===== config.mk =====
export PLATFORM = sky130hd
export DESIGN_NAME = vend_select_arbiter_flat
export DESIGN_NICKNAME = d
export VERILOG_FILES = /design/src/rtl/vend_pkg.sv /design/src/rtl/vend_select_arbiter_if.sv /design/src/rtl/vend_req_picker.sv /design/src/rtl/vend_select_arbiter.sv /design/src/flat_wrapper.sv
export SDC_FILE = /design/constraint.sdc
export NUM_CORES = 1
export LEC_CHECK = 0
export BUFFER_PORTS_ARGS = -buffer_cell sky130_fd_sc_hd__buf_2
export CORE_MARGIN = 1
export CORE_UTILIZATION = 30
export DETAILED_ROUTE_END_ITERATION = 8
export PLACE_DENSITY = 0.44
export SLEW_MARGIN = 20
export SYNTH_ARGS = -nofsm -noshare
export SYNTH_HDL_FRONTEND = slang
export SYNTH_SLANG_ARGS = --single-unit

===== constraint.sdc =====
create_clock -name clk -period 2.1 [get_ports clk]
set_clock_uncertainty 0.1 [all_clocks]
set_input_delay 0.105 -clock clk [delete_from_list [all_inputs] [get_ports clk]]
set_output_delay 0.105 -clock clk [all_outputs]
set_load 0.01 [all_outputs]

===== src/rtl/vend_pkg.sv =====
// rtl/vend_pkg.sv - shared constants and types for the selection arbiter
package vend_pkg;
  localparam int N_REQ  = 8;
  localparam int CODE_W = 3;

  typedef enum logic [1:0] {IDLE, OFFER, WAIT} vend_arb_state_t;
  typedef logic [CODE_W-1:0] vend_code_t;
endpackage


===== src/rtl/vend_select_arbiter_if.sv =====
// rtl/vend_select_arbiter_if.sv - button/dispenser handshake bundle for the arbiter
interface vend_select_arbiter_if;
  import vend_pkg::*;

  logic             enable;
  logic [N_REQ-1:0] req;
  logic             dsp_ready;
  logic             dsp_done;
  logic             clr_err;
  logic             sel_valid;
  vend_code_t       sel_code;
  logic             busy;
  logic             timeout_err;
  logic [N_REQ-1:0] pending;

  modport master (
    output enable, req, dsp_ready, dsp_done, clr_err,
    input  sel_valid, sel_code, busy, timeout_err, pending
  );

  modport slave (
    input  enable, req, dsp_ready, dsp_done, clr_err,
    output sel_valid, sel_code, busy, timeout_err, pending
  );
endinterface


===== src/rtl/vend_req_picker.sv =====
// rtl/vend_req_picker.sv - picks the next code from pending; VEND_ROUND_ROBIN_EN selects round-robin
module vend_req_picker
  import vend_pkg::*;
(
  input  logic [N_REQ-1:0] i_pending,
  input  vend_code_t       i_last_grant,
  output vend_code_t       o_code
);

`ifdef VEND_ROUND_ROBIN_EN
  // Walk from the farthest candidate to the nearest so the nearest hit below last_grant wins.
  always_comb begin
    o_code = '0;
    for (int k = N_REQ; k >= 1; k--) begin
      if (i_pending[i_last_grant - vend_code_t'(k)]) o_code = i_last_grant - vend_code_t'(k);
    end
  end
`else
  logic w_unused_last_grant;
  assign w_unused_last_grant = ^i_last_grant;

  always_comb begin
    o_code = '0;
    for (int i = 0; i < N_REQ; i++) begin
      if (i_pending[i]) o_code = vend_code_t'(i);
    end
  end
`endif

endmodule


===== src/rtl/vend_select_arbiter.sv =====
// rtl/vend_select_arbiter.sv - captures button presses, grants one code at a time, tracks dispense timeout
module vend_select_arbiter
  import vend_pkg::*;
#(
  parameter int TIMEOUT_CYCLES = 1000,
  parameter int CNT_W          = 10
) (
  input logic                 clk,
  input logic                 rst,
  vend_select_arbiter_if.slave bus
);

  vend_arb_state_t  r_state;
  logic [N_REQ-1:0] r_pending;
  logic [N_REQ-1:0] r_req_q;
  logic             r_sel_valid;
  vend_code_t       r_sel_code;
  vend_code_t       r_last_grant;
  logic             r_busy;
  logic             r_err;
  logic [CNT_W-1:0] r_cnt;

  logic [N_REQ-1:0] w_rise;
  logic [N_REQ-1:0] w_clr_mask;
  logic             w_accept;
  logic             w_timeout;
  vend_code_t       w_pick;

  assign w_rise     = bus.req & ~r_req_q & {N_REQ{bus.enable}};
  assign w_accept   = r_sel_valid & bus.dsp_ready;
  assign w_clr_mask = w_accept ? ({{(N_REQ-1){1'b0}}, 1'b1} << r_sel_code) : '0;
  // done in the deadline cycle beats the timeout
  assign w_timeout  = (r_state == WAIT) && !bus.dsp_done &&
                      (r_cnt == CNT_W'(TIMEOUT_CYCLES - 1));

  vend_req_picker u_picker (
    .i_pending    (r_pending),
    .i_last_grant (r_last_grant),
    .o_code       (w_pick)
  );

  always_ff @(posedge clk) begin
    if (rst) begin
      r_state      <= IDLE;
      r_pending    <= '0;
      r_req_q      <= '0;
      r_sel_valid  <= 1'b0;
      r_sel_code   <= '0;
      r_last_grant <= '0;
      r_busy       <= 1'b0;
      r_err        <= 1'b0;
      r_cnt        <= '0;
    end else begin
      r_req_q   <= bus.req;
      r_pending <= (r_pending & ~w_clr_mask) | w_rise;
      r_err     <= (r_err & ~bus.clr_err) | w_timeout;
      case (r_state)
        IDLE: begin
          if (bus.enable && |r_pending) begin
            r_sel_code  <= w_pick;
            r_sel_valid <= 1'b1;
            r_state     <= OFFER;
          end
        end
        OFFER: begin
          if (w_accept) begin
            r_sel_valid  <= 1'b0;
            r_busy       <= 1'b1;
            r_cnt        <= '0;
            r_last_grant <= r_sel_code;
            r_state      <= WAIT;
          end else if (!bus.enable) begin
            r_sel_valid <= 1'b0;
            r_state     <= IDLE;
          end
        end
        WAIT: begin
          if (bus.dsp_done || w_timeout) begin
            r_busy  <= 1'b0;
            r_state <= IDLE;
          end else begin
            r_cnt <= r_cnt + CNT_W'(1);
          end
        end
        default: r_state <= IDLE;
      endcase
    end
  end

  assign bus.sel_valid   = r_sel_valid;
  assign bus.sel_code    = r_sel_code;
  assign bus.busy        = r_busy;
  assign bus.timeout_err = r_err;
  assign bus.pending     = r_pending;

endmodule


===== src/flat_wrapper.sv =====
// flat-port wrapper written by rule: the top's interface ports become plain ports
module vend_select_arbiter_flat import vend_pkg::*;
#(
  parameter int TIMEOUT_CYCLES = 1000,
  parameter int CNT_W          = 10
)
  (clk, rst, bus_enable, bus_req, bus_dsp_ready, bus_dsp_done, bus_clr_err, bus_sel_valid, bus_sel_code, bus_busy, bus_timeout_err, bus_pending);
  vend_select_arbiter_if bus_i ();
  input logic clk;
  input logic rst;
  input wire logic [$bits(bus_i.enable)-1:0] bus_enable;
  input wire logic [$bits(bus_i.req)-1:0] bus_req;
  input wire logic [$bits(bus_i.dsp_ready)-1:0] bus_dsp_ready;
  input wire logic [$bits(bus_i.dsp_done)-1:0] bus_dsp_done;
  input wire logic [$bits(bus_i.clr_err)-1:0] bus_clr_err;
  output wire logic [$bits(bus_i.sel_valid)-1:0] bus_sel_valid;
  output wire logic [$bits(bus_i.sel_code)-1:0] bus_sel_code;
  output wire logic [$bits(bus_i.busy)-1:0] bus_busy;
  output wire logic [$bits(bus_i.timeout_err)-1:0] bus_timeout_err;
  output wire logic [$bits(bus_i.pending)-1:0] bus_pending;
  assign bus_i.enable = bus_enable;
  assign bus_i.req = bus_req;
  assign bus_i.dsp_ready = bus_dsp_ready;
  assign bus_i.dsp_done = bus_dsp_done;
  assign bus_i.clr_err = bus_clr_err;
  assign bus_sel_valid = bus_i.sel_valid;
  assign bus_sel_code = bus_i.sel_code;
  assign bus_busy = bus_i.busy;
  assign bus_timeout_err = bus_i.timeout_err;
  assign bus_pending = bus_i.pending;
  vend_select_arbiter #(.TIMEOUT_CYCLES(TIMEOUT_CYCLES), .CNT_W(CNT_W)) u_core (.clk(clk), .rst(rst), .bus(bus_i));
endmodule

==> results of run 1 <==
routing by layer:
| layer | up-vias | wire, microns |
|---|---|---|
| met5 | - | 0 |
| met4 | 0 | 55 |
| met3 | 6 | 234 |
| met2 | 40 | 1920 |
| met1 | 756 | 2210 |
| li1 | 808 | - |
path summary, 6_finish.rpt:
check                                 to  cells past startpoint               from  slack [ps]
hold / removal    u_core.bus.timeout_err                      4        bus_clr_err          90
hold reg to reg        u_core.r_state[0]                      2  u_core.r_state[0]         390
setup / recovery       u_core.r_state[0]                      5    u_core.r_cnt[0]         180
setup reg to reg       u_core.r_state[0]                      5    u_core.r_cnt[0]         180
placed cells by master, fill, tap and decap left out, types with 3 or more instances in the layout:
master / synthesis / final
nand3b_1: 9 / 9
ha_1: 4 / 4
clkbuf_8: 0 / 5
nand4_1: 4 / 4
dfxtp_1: 34 / 34
nand3_1: 14 / 14
inv_1: 9 / 9
nor2b_1: 13 / 13
buf_2: 1 / 27
buf_4: 0 / 4
or4_1: 4 / 4
o21ai_0: 14 / 14
nor3_1: 5 / 5
o31ai_1: 5 / 5
nor2_1: 4 / 4
o31a_1: 3 / 3
dlygate4sd3_1: 0 / 9
nand2_1: 12 / 12
a21oi_1: 19 / 19
registers in the layout, indices dropped and copies added (netlist names):
name and cells:
u_core.r_req_q 8, u_core.r_state 2, u_core.bus.timeout_err 1, u_core.bus.busy 1, u_core.r_cnt 10, u_core.bus.sel_code 3
u_core.bus.pending 8, u_core.bus.sel_valid 1
final cells by class:
type | instances | area, sq um | share of cell area
clock inverter | 3 | 68.8 | 0.0319
inverter | 10 | 37.5 | 0.0174
multi-input combinational | 144 | 958 | 0.444
clock buffer | 5 | 68.8 | 0.0319
tap | 72 | 90.1 | 0.0417
timing repair buffer | 40 | 255 | 0.118
sequential | 34 | 681 | 0.315
cells in the mapped netlist (2+ instances only):
library cell / count / share of area
o21ai_0: 14 / 0.041
o31a_1: 3 / 0.015
dfxtp_1: 34 / 0.40
nor4_1: 2 / 0.0074
a31o_2: 2 / 0.010
and3_1: 2 / 0.0074
nand3_2: 2 / 0.012
or4_4: 2 / 0.013
nor2_1: 4 / 0.0088
ha_1: 4 / 0.029
or4_1: 4 / 0.018
nand4_1: 4 / 0.015
o31ai_1: 5 / 0.022
nand2_1: 12 / 0.026
clkbuf_1: 5 / 0.011
nor3_1: 5 / 0.015
or3_1: 2 / 0.0074
inv_1: 9 / 0.020
nand3b_1: 9 / 0.040
nand3_1: 14 / 0.041
a21oi_1: 19 / 0.056
nor2b_1: 13 / 0.048
worst max-delay path: cells and delay by family, from the launching register on:
kind	cells	cell delay, ps
AO/OA/AOI/OAI	2	700
flip-flops	1	440
adder cells (fa/ha/maj)	1	230
multiplexers	1	200
AND/OR/NAND/NOR	1	170
power breakdown:
group          switching [mW]  total, mW  internal (mW)
registers              0.0422      0.740          0.697
clock network           0.263      0.739          0.476
logic                   0.265      0.454          0.189
metrics by stage:
step	area (sq um)	worst slack (ps)	hold WS [ps]	utilization
3_5_place_dp	1930	212	240	0.353
5_1_grt	2160	20.2	96.8	0.395
4_1_cts	2160	196	76.0	0.395
6_report	2160	182	85.8	0.395
3_3_place_gp	1930	180	233	0.353
2_1_floorplan	1700	391	133	-
what timing repair did:
item / 4_1_cts / 5_1_grt
hold buffers: 9 / 0
endpoints found under the setup margin: 0 / 0
endpoints found under the hold margin: 16 / 0
gates resized for setup: 0 / 0
cells by family after synthesis:
group	share of synthesized area
AOI/OAI and AO/OA	0.227
adders and majority gates	0.0294
buffers and inverters	0.0361
DFF	0.400
muxes	0.00589
and+or+nand+nor	0.301
==> impl_metrics.env, run 1 <==
export IMPL_port_buffers=27
export IMPL_max_vdd_ir_drop_mv=0.446
export IMPL_die_height_microns=77.3
export IMPL_critPathMaxStageDelay_ps=450
export IMPL_synth_edf_count=0
export IMPL_antenna_found_initial=0
export IMPL_rsz0062_at_grt="false"
export IMPL_route_vias_total=1610
export IMPL_cts_buffer_depth=2
export IMPL_antennaDiodeCount=0
export IMPL_routed_wirelength_microns=4420
export IMPL_fp_dieW_microns=77.3
export IMPL_final_min_clock_period_ps=1920
export IMPL_p_leak_nw=0.825
export IMPL_clock_sinks=34
export IMPL_grt_busiest_layer="met2"
export IMPL_crit_slowest_cell="o31a_1"
export IMPL_cp_required_ps=2220
export IMPL_power_density_mw_per_mm2=895
export IMPL_final_nets=253
export IMPL_timing_fmax_mhz=521
export IMPL_dpl_hpwl_microns=3080
export IMPL_p_total_mw=1.93
export IMPL_grt_util_met1=0.232
export IMPL_fin_tns_setup_ps=0
export IMPL_status="completed"
export IMPL_synth_area_per_cell_sq_um=8.76
export IMPL_ys_seq_elements=34
export IMPL_syn_to_final_growth_pct=27.0
export IMPL_io_pins=28
export IMPL_grt_overflow=0
export IMPL_min_period_over_period=0.913
export IMPL_crit_path_start_kind="register"
export IMPL_grt_max_degree=26
export IMPL_crit_type="register to register"
export IMPL_yosys_warnings=0
export IMPL_ys_seq_area_frac=0.400
export IMPL_tightest_slew_ps=480
export IMPL_dieArea_sq_mm=0.00597
export IMPL_use_met3=0.0381
export IMPL_avgRoutedWirePerCell_microns=14.3
export IMPL_cts_buffers=5
export IMPL_synthCells=194
export IMPL_syn_area_sq_mm=0.00170
export IMPL_cts_clk_slew_worst_paths_ps=70
export IMPL_hold_viol=0
export IMPL_ant_nets=0
export IMPL_crit_arrival_ps=2040
export IMPL_setup_viol=0
export IMPL_globalplace_congestion=0.862
export IMPL_num_rows=27
export IMPL_cp_end_kind="register"
export IMPL_core_area_sq_mm=0.00547
export IMPL_tritoncts="built"
export IMPL_cts_root_buffer="clkbuf_8"
export IMPL_maxSlewHeadroom=0.677
export IMPL_fin_cells=308
export IMPL_cp_max_fo=7
export IMPL_drive_above_1_share=0.233
export IMPL_synth_cell_types=46
export IMPL_async_flop_share=0
export IMPL_track_usage=0.162
export IMPL_initial_utilization=0.311
export IMPL_grt_pass1_wl_microns=7640
export IMPL_dp_cells=291
export IMPL_synth_flop_cell="dfxtp_1"
export IMPL_grt_util_met2=0.236
export IMPL_cts_setup_buffers=0
export IMPL_remaining_drc_errors=0
export IMPL_syn_nets=212
export IMPL_grt_pass1_vias=1535
export IMPL_viasPerCell=5.23
export IMPL_crit_chain="ha_1 > nand2_1 > o31a_1 > a211oi_2 > mux2i_1"
export IMPL_n_fill_cell=605
export IMPL_clk_latency_ps=290
export IMPL_first_iter_violations=80
export IMPL_drt_first_pass_iters=4
export IMPL_cts_max_level=2
export IMPL_drv_cap=0
export IMPL_hold_path_class="input port to register"
export IMPL_final_max_slew_viol_count=0
No activity file was read; power rests on OpenSTA's default activity.
==> run 2, diff against run 1 <==
--- a/config.mk
+++ b/config.mk
@@ -5,6 +5,7 @@
 export SDC_FILE = /design/constraint.sdc
 export NUM_CORES = 1
 export LEC_CHECK = 0
+export ABC_AREA = 1
 export BUFFER_PORTS_ARGS = -buffer_cell sky130_fd_sc_hd__buf_2
 export CORE_MARGIN = 1
 export CORE_UTILIZATION = 30
==> run 2 against run 1 <==
Synthesized area fell by 3.3%. Setup slack better by 200 ps. Critical endpoint is now u_core.r_cnt[0]. Routed wire length down 12%. Critical path type unchanged.
==> impl_metrics.env, run 2 <==
export IMPL_io_pins=28
export IMPL_largest_reg_flops=10
export IMPL_critPathTopFamily="simple AND/OR/NAND/NOR gates"
export IMPL_rsz0062_at_grt="false"
export IMPL_crit_type="register to register"
export IMPL_min_period_over_period=0.819
export IMPL_cts_buffers=5
export IMPL_synth_largest_area_cell="dfxtp_1"
export IMPL_track_usage=0.149
export IMPL_core_area_sq_mm=0.00520
export IMPL_async_flop_share=0
export IMPL_dp_cells=334
export IMPL_syn_nets=258
export IMPL_cp_max_fo=5
export IMPL_cp_end_kind="register"
export IMPL_die_height_microns=76.0
export IMPL_max_vdd_ir_drop_mv=0.361
export IMPL_netlist_area_leader_share=0.414
export IMPL_avgRoutedWirePerCell_microns=11.1
export IMPL_fin_cells=351
export IMPL_critPathMaxStageDelay_ps=310
export IMPL_final_nets=298
export IMPL_cts_clk_slew_worst_paths_ps=70
export IMPL_initial_utilization=0.316
export IMPL_drt_first_pass_iters=4
export IMPL_synth_cell_types=22
export IMPL_grt_pass1_wl_microns=6910
export IMPL_cts_buffer_depth=2
export IMPL_holdWs_ps=84.7
export IMPL_crit_slowest_cell="dfxtp_1"
export IMPL_route_vias_total=1528
export IMPL_ys_seq_area_frac=0.414
export IMPL_grt_max_degree=26
export IMPL_tritoncts="built"
export IMPL_drv_cap=0
export IMPL_cp_required_ps=2190
export IMPL_tightest_slew_ps=300
export IMPL_synth_area_per_cell_sq_um=6.85
export IMPL_cts_root_buffer="clkbuf_8"
export IMPL_dieArea_sq_mm=0.00578
export IMPL_n_fill_cell=567
export IMPL_power_density_mw_per_mm2=753
export IMPL_synth_common_cells="nand2_1, nor2_1, dfxtp_1"
export IMPL_rr_worst_depth=9
export IMPL_grt_pass1_vias=1575
export IMPL_crit_path_start_kind="register"
export IMPL_remaining_drc_errors=0
export IMPL_maxSlewHeadroom=0.800
export IMPL_syn_to_final_growth_pct=23.9
export IMPL_synth_flop_cell="dfxtp_1"
export IMPL_fin_tns_setup_ps=0
export IMPL_synth_edf_count=0
export IMPL_ant_nets=0
export IMPL_globalplace_congestion=0.797
export IMPL_setup_ws_ps=381
export IMPL_design_area_sq_mm=0.00204
export IMPL_syn_area_sq_mm=0.00164
export IMPL_final_min_clock_period_ps=1720
export IMPL_yosys_warnings=0
export IMPL_drive_above_1_share=0.171
export IMPL_dpl_hpwl_microns=2820
export IMPL_antenna_found_initial=0
export IMPL_whs_path_depth=4
export IMPL_final_max_slew_viol_count=0
export IMPL_final_common_cell="nand2_1"
export IMPL_status="completed"
export IMPL_cts_hold_buf=9
export IMPL_pre_cts_slack_ps=351
export IMPL_num_rows=26
export IMPL_timing_fmax_mhz=582
export IMPL_cts_setup_buffers=0
export IMPL_first_iter_violations=44
export IMPL_p_leak_nw=0.907
export IMPL_crit_buf_inv=1
export IMPL_viasPerCell=4.35
export IMPL_final_cell_mix="nand2_1, nor2_1, dfxtp_1, inv_1, buf_2"
export IMPL_top_register="u_core.r_cnt"
export IMPL_clock_sinks=34
export IMPL_antennaDiodeCount=0
export IMPL_postLayoutCoreUtil=0.391
export IMPL_cts_max_level=2
export IMPL_fp_dieW_microns=76.0
export IMPL_synth_most_common_cell="nand2_1"
export IMPL_clk_latency_ps=290
export IMPL_port_buffers=27
export IMPL_p_total_mw=1.53
export IMPL_hold_viol=0
export IMPL_cp_num_cells=9
export IMPL_hold_path_class="input port to register"
export IMPL_path_common_cell="nor2_1"
export IMPL_synth_area_top_cells="dfxtp_1, nand2_1, nor2_1, a21oi_1, inv_1"
export IMPL_setup_viol=0
export IMPL_cts_resized_gates=0
export IMPL_grt_overflow=0
export IMPL_crit_chain="inv_1 > ha_1 > nand2_1 > nor2_1 > nand3_2 > nand3_1 > nor2_1 > o21ai_0 > nor2_1"
export IMPL_routed_wirelength_microns=3900
export IMPL_crit_arrival_ps=1800
export IMPL_ys_seq_elements=34
export IMPL_synthCells=240
export IMPL_placed_area_sq_mm=0.00186
[run 2: worst min-delay path, cell delays in order]
cell and delay [ps]:
buf_2 80, nor2_1 50, nand3_2 110, a21oi_1 70
[run 2: worst paths after layout]
check,from,endpoint,slack [ps]
worst min-delay path,bus_dsp_done,u_core.bus.timeout_err,80
worst max-delay path,u_core.r_state[0],u_core.r_cnt[0],380
worst max register to register,u_core.r_state[0],u_core.r_cnt[0],380
worst min register to register,u_core.bus.timeout_err,u_core.bus.timeout_err,360
[run 2: cell type report]
cell class	count	area (sq um)	share of cell area
Multi-Input combinational cell	169	821	0.403
Sequential cell	34	681	0.334
Timing Repair Buffer	37	233	0.114
Inverter	33	124	0.0608
Tap cell	70	87.6	0.0430
Clock buffer	7	86.3	0.0424
Clock inverter	1	5.00	0.00246
[run 2: logic make-up (layout without fill, tap and decap cells)]
group,after synthesis,after routing,share of synthesized area
simple gates,118,118,0.307
compound gates,45,45,0.151
buf+inv,37,78,0.0868
flops,34,34,0.414
fa+ha+maj,4,4,0.0304
xor+xnor,2,2,0.0107
[run 2: where the power goes]
part	switching (mW)	leakage [nW]	internal, mW
logic	0.193	0.580	0.123
registers	0.0278	0.279	0.685
clock network	0.241	0.0482	0.265
total	0.462	0.907	1.07
[run 2: metal layers]
layer / up-vias / part of all wire / GRT usage / wire length [microns]
li1: 827 / - / - / -
met5: - / 0 / 0 / 0
met1: 671 / 0.48 / 0.175 / 1870
met2: 23 / 0.48 / 0.261 / 1870
met3: 7 / 0.025 / 0.0287 / 96
met4: 0 / 0.017 / 0.0654 / 65
==> run 3, diff against run 2 <==
--- a/config.mk
+++ b/config.mk
@@ -5,7 +5,7 @@
 export SDC_FILE = /design/constraint.sdc
 export NUM_CORES = 1
 export LEC_CHECK = 0
-export ABC_AREA = 1
+export ABC_AREA = 0
 export BUFFER_PORTS_ARGS = -buffer_cell sky130_fd_sc_hd__buf_2
 export CORE_MARGIN = 1
 export CORE_UTILIZATION = 30
==> constraint.sdc (replaced) <==
create_clock -name clk -period 1.7 [get_ports clk]
set_clock_uncertainty 0.1 [all_clocks]
set_input_delay 0.085 -clock clk [delete_from_list [all_inputs] [get_ports clk]]
set_output_delay 0.085 -clock clk [all_outputs]
set_load 0.01 [all_outputs]
==> run 3 against run 2 <==
Sequential share of layout area fell by 5.8 points. Worst hold slack lost 79 ps. Sequential cell count did not move. Critical endpoint is now u_core.r_cnt[6]. Largest power group unchanged.
==> impl_metrics.env, run 3 (synthesis gave the netlist of run 1 again) <==
export IMPL_final_nets=280
export IMPL_rsz0062_at_grt="true"
export IMPL_antennaDiodeCount=0
export IMPL_dieArea_sq_mm=0.00597
export IMPL_drv_cap=0
export IMPL_crit_arrival_ps=1820
export IMPL_n_fill_cell=562
export IMPL_pre_cts_slack_ps=-121
export IMPL_remaining_drc_errors=0
export IMPL_postLayoutCoreUtil=0.455
export IMPL_min_period_over_period=0.993
export IMPL_drive_above_1_share=0.403
export IMPL_cts_buffers=5
export IMPL_syn_to_final_growth_pct=46.3
export IMPL_cts_root_buffer="clkbuf_8"
export IMPL_hold_viol=0
export IMPL_track_usage=0.166
export IMPL_clockPowerShare=0.316
export IMPL_p_total_mw=2.41
export IMPL_wl_met2_microns=2130
export IMPL_max_vdd_ir_drop_mv=0.492
export IMPL_crit_path_start_kind="register"
export IMPL_grt_overflow=0
export IMPL_largest_reg_flops=10
export IMPL_cts_max_level=2
export IMPL_dp_cells=316
export IMPL_wl_met3_microns=145
export IMPL_cp_required_ps=1830
export IMPL_initial_utilization=0.311
export IMPL_grt_max_degree=29
export IMPL_final_max_slew_viol_count=0
export IMPL_final_min_clock_period_ps=1690
export IMPL_tritoncts="built"
export IMPL_antenna_found_initial=0
export IMPL_core_area_sq_mm=0.00547
export IMPL_fp_dieW_microns=77.3
export IMPL_top_register="u_core.r_cnt"
export IMPL_ant_nets=0
export IMPL_top_layer="met4"
export IMPL_setup_ws_ps=11.3
export IMPL_pwr_share_seq=0.379
export IMPL_routed_wirelength_microns=4700
export IMPL_crit_type="register to register"
export IMPL_num_rows=27
export IMPL_globalplace_congestion=0.777
export IMPL_reg2reg_slack_ps=10
export IMPL_cp_max_fo=5
export IMPL_route_vias_total=1664
export IMPL_hold_path_class="input port to register"
export IMPL_rr_worst_depth=6
export IMPL_clk_latency_ps=290
export IMPL_whs_path_depth=4
export IMPL_viasPerCell=4.97
export IMPL_grt_pass1_wl_microns=7740
export IMPL_first_iter_violations=93
export IMPL_status="completed"
export IMPL_setup_viol=0
export IMPL_p_sw_frac=0.319
export IMPL_timing_fmax_mhz=592
export IMPL_fin_tns_setup_ps=0
export IMPL_maxSlewHeadroom=0.724
export IMPL_drt_first_pass_iters=4
export IMPL_cts_clk_slew_worst_paths_ps=80
export IMPL_cts_buffer_depth=2
export IMPL_min_delay_start="bus_clr_err"
export IMPL_p_comb_frac=0.305
export IMPL_grt_pass1_vias=1526
export IMPL_p_int_mw=1.64
export IMPL_cp_end_kind="register"
export IMPL_io_pins=28
export IMPL_avgRoutedWirePerCell_microns=14.0
export IMPL_die_height_microns=77.3
export IMPL_min_to="u_core.bus.timeout_err"
export IMPL_clock_sinks=34
export IMPL_power_density_mw_per_mm2=967
export IMPL_wl_met1_microns=2410
export IMPL_p_leak_nw=0.975
export IMPL_port_buffers=27
export IMPL_p_sw_uw=768
export IMPL_regToRegStartpoint="u_core.r_state[1]"
export IMPL_dpl_hpwl_microns=3270
export IMPL_tightest_slew_ps=411
export IMPL_fin_cells=335
export IMPL_final_cell_mix="buf_4, dfxtp_1, buf_2, a21oi_1"
export IMPL_worstReg2RegEnd="u_core.r_cnt[6]"
## run 3: changes by cell type in the layout (fill, tap and decap cells not counted), sizes merged, moves of 9 or more
cell | previous run | this run
buf | 28 | 59
nor2 | 43 | 4
inv | 33 | 9
nor2b | 0 | 13
nand3b | 0 | 9
nand2 | 61 | 12
## run 3: worst max path at each step
stage                      startpoint         endpoint  slack (ps)  cells past startpoint
finish              u_core.r_state[1]  u_core.r_cnt[6]          10                      6
global route        u_core.r_state[1]  u_core.r_cnt[3]         -50                      6
CTS                 u_core.r_state[0]  u_core.r_cnt[6]           2                      5
detailed placement  u_core.r_state[1]  u_core.r_cnt[6]        -120                      6
global placement    u_core.r_state[1]  u_core.r_cnt[4]         -90                      6
floorplan           u_core.r_state[1]  u_core.r_cnt[6]          10                      6
## run 3: stage by stage
stage / hold WS, ps / instance area (sq um)
6_report: 5.29 / 2490
5_1_grt: 27.2 / 2490
4_1_cts: 7.97 / 2380
3_5_place_dp: 214 / 2130
3_3_place_gp: 210 / 2130
2_1_floorplan: 113 / 1710
## run 3: area by class of cell
cell class	count	area [sq um]	share of cell area
sequential	34	686	0.276
multi-input combinational	144	1090	0.440
clock inverter	3	45.0	0.0181
timing repair buffer	67	463	0.186
inverter	10	40.0	0.0161
tap	72	90.1	0.0362
clock buffer	5	68.8	0.0277
## run 3: per-layer routing
metal  GRT usage  vias up
li1            -      854
met1       0.243      781
met2       0.233       27
met3      0.0488        2
met4      0.0453        0
met5           0        -
## run 3: critical path, stage by stage, from the launching register on
cell and delay [ps]:
dfxtp_2 350, buf_6 100, ha_4 160, and2b_2 200, nand3_4 90, or4_4 490, a21oi_2 130
## run 3: power by group through the flow
stage / Clock, mW / Combinational [mW] / Sequential (mW)
3_3_place_gp: 0 / 0.617 / 0.922
4_1_cts: 0.781 / 0.683 / 0.906
3_5_place_dp: 0 / 0.610 / 0.922
5_1_grt: 0.824 / 0.813 / 0.922
2_1_floorplan: 0 / 0.357 / 0.947
6_report: 0.761 / 0.734 / 0.910
## run 3: repair_timing
item | CTS | global route
hold buffers | 8 | 0
pin swaps | 2 | 9
buffers inserted | 2 | 1
hold endpoints to repair | 15 | 0
endpoints found under the setup margin | 6 | 14
resized for setup | 14 | 21
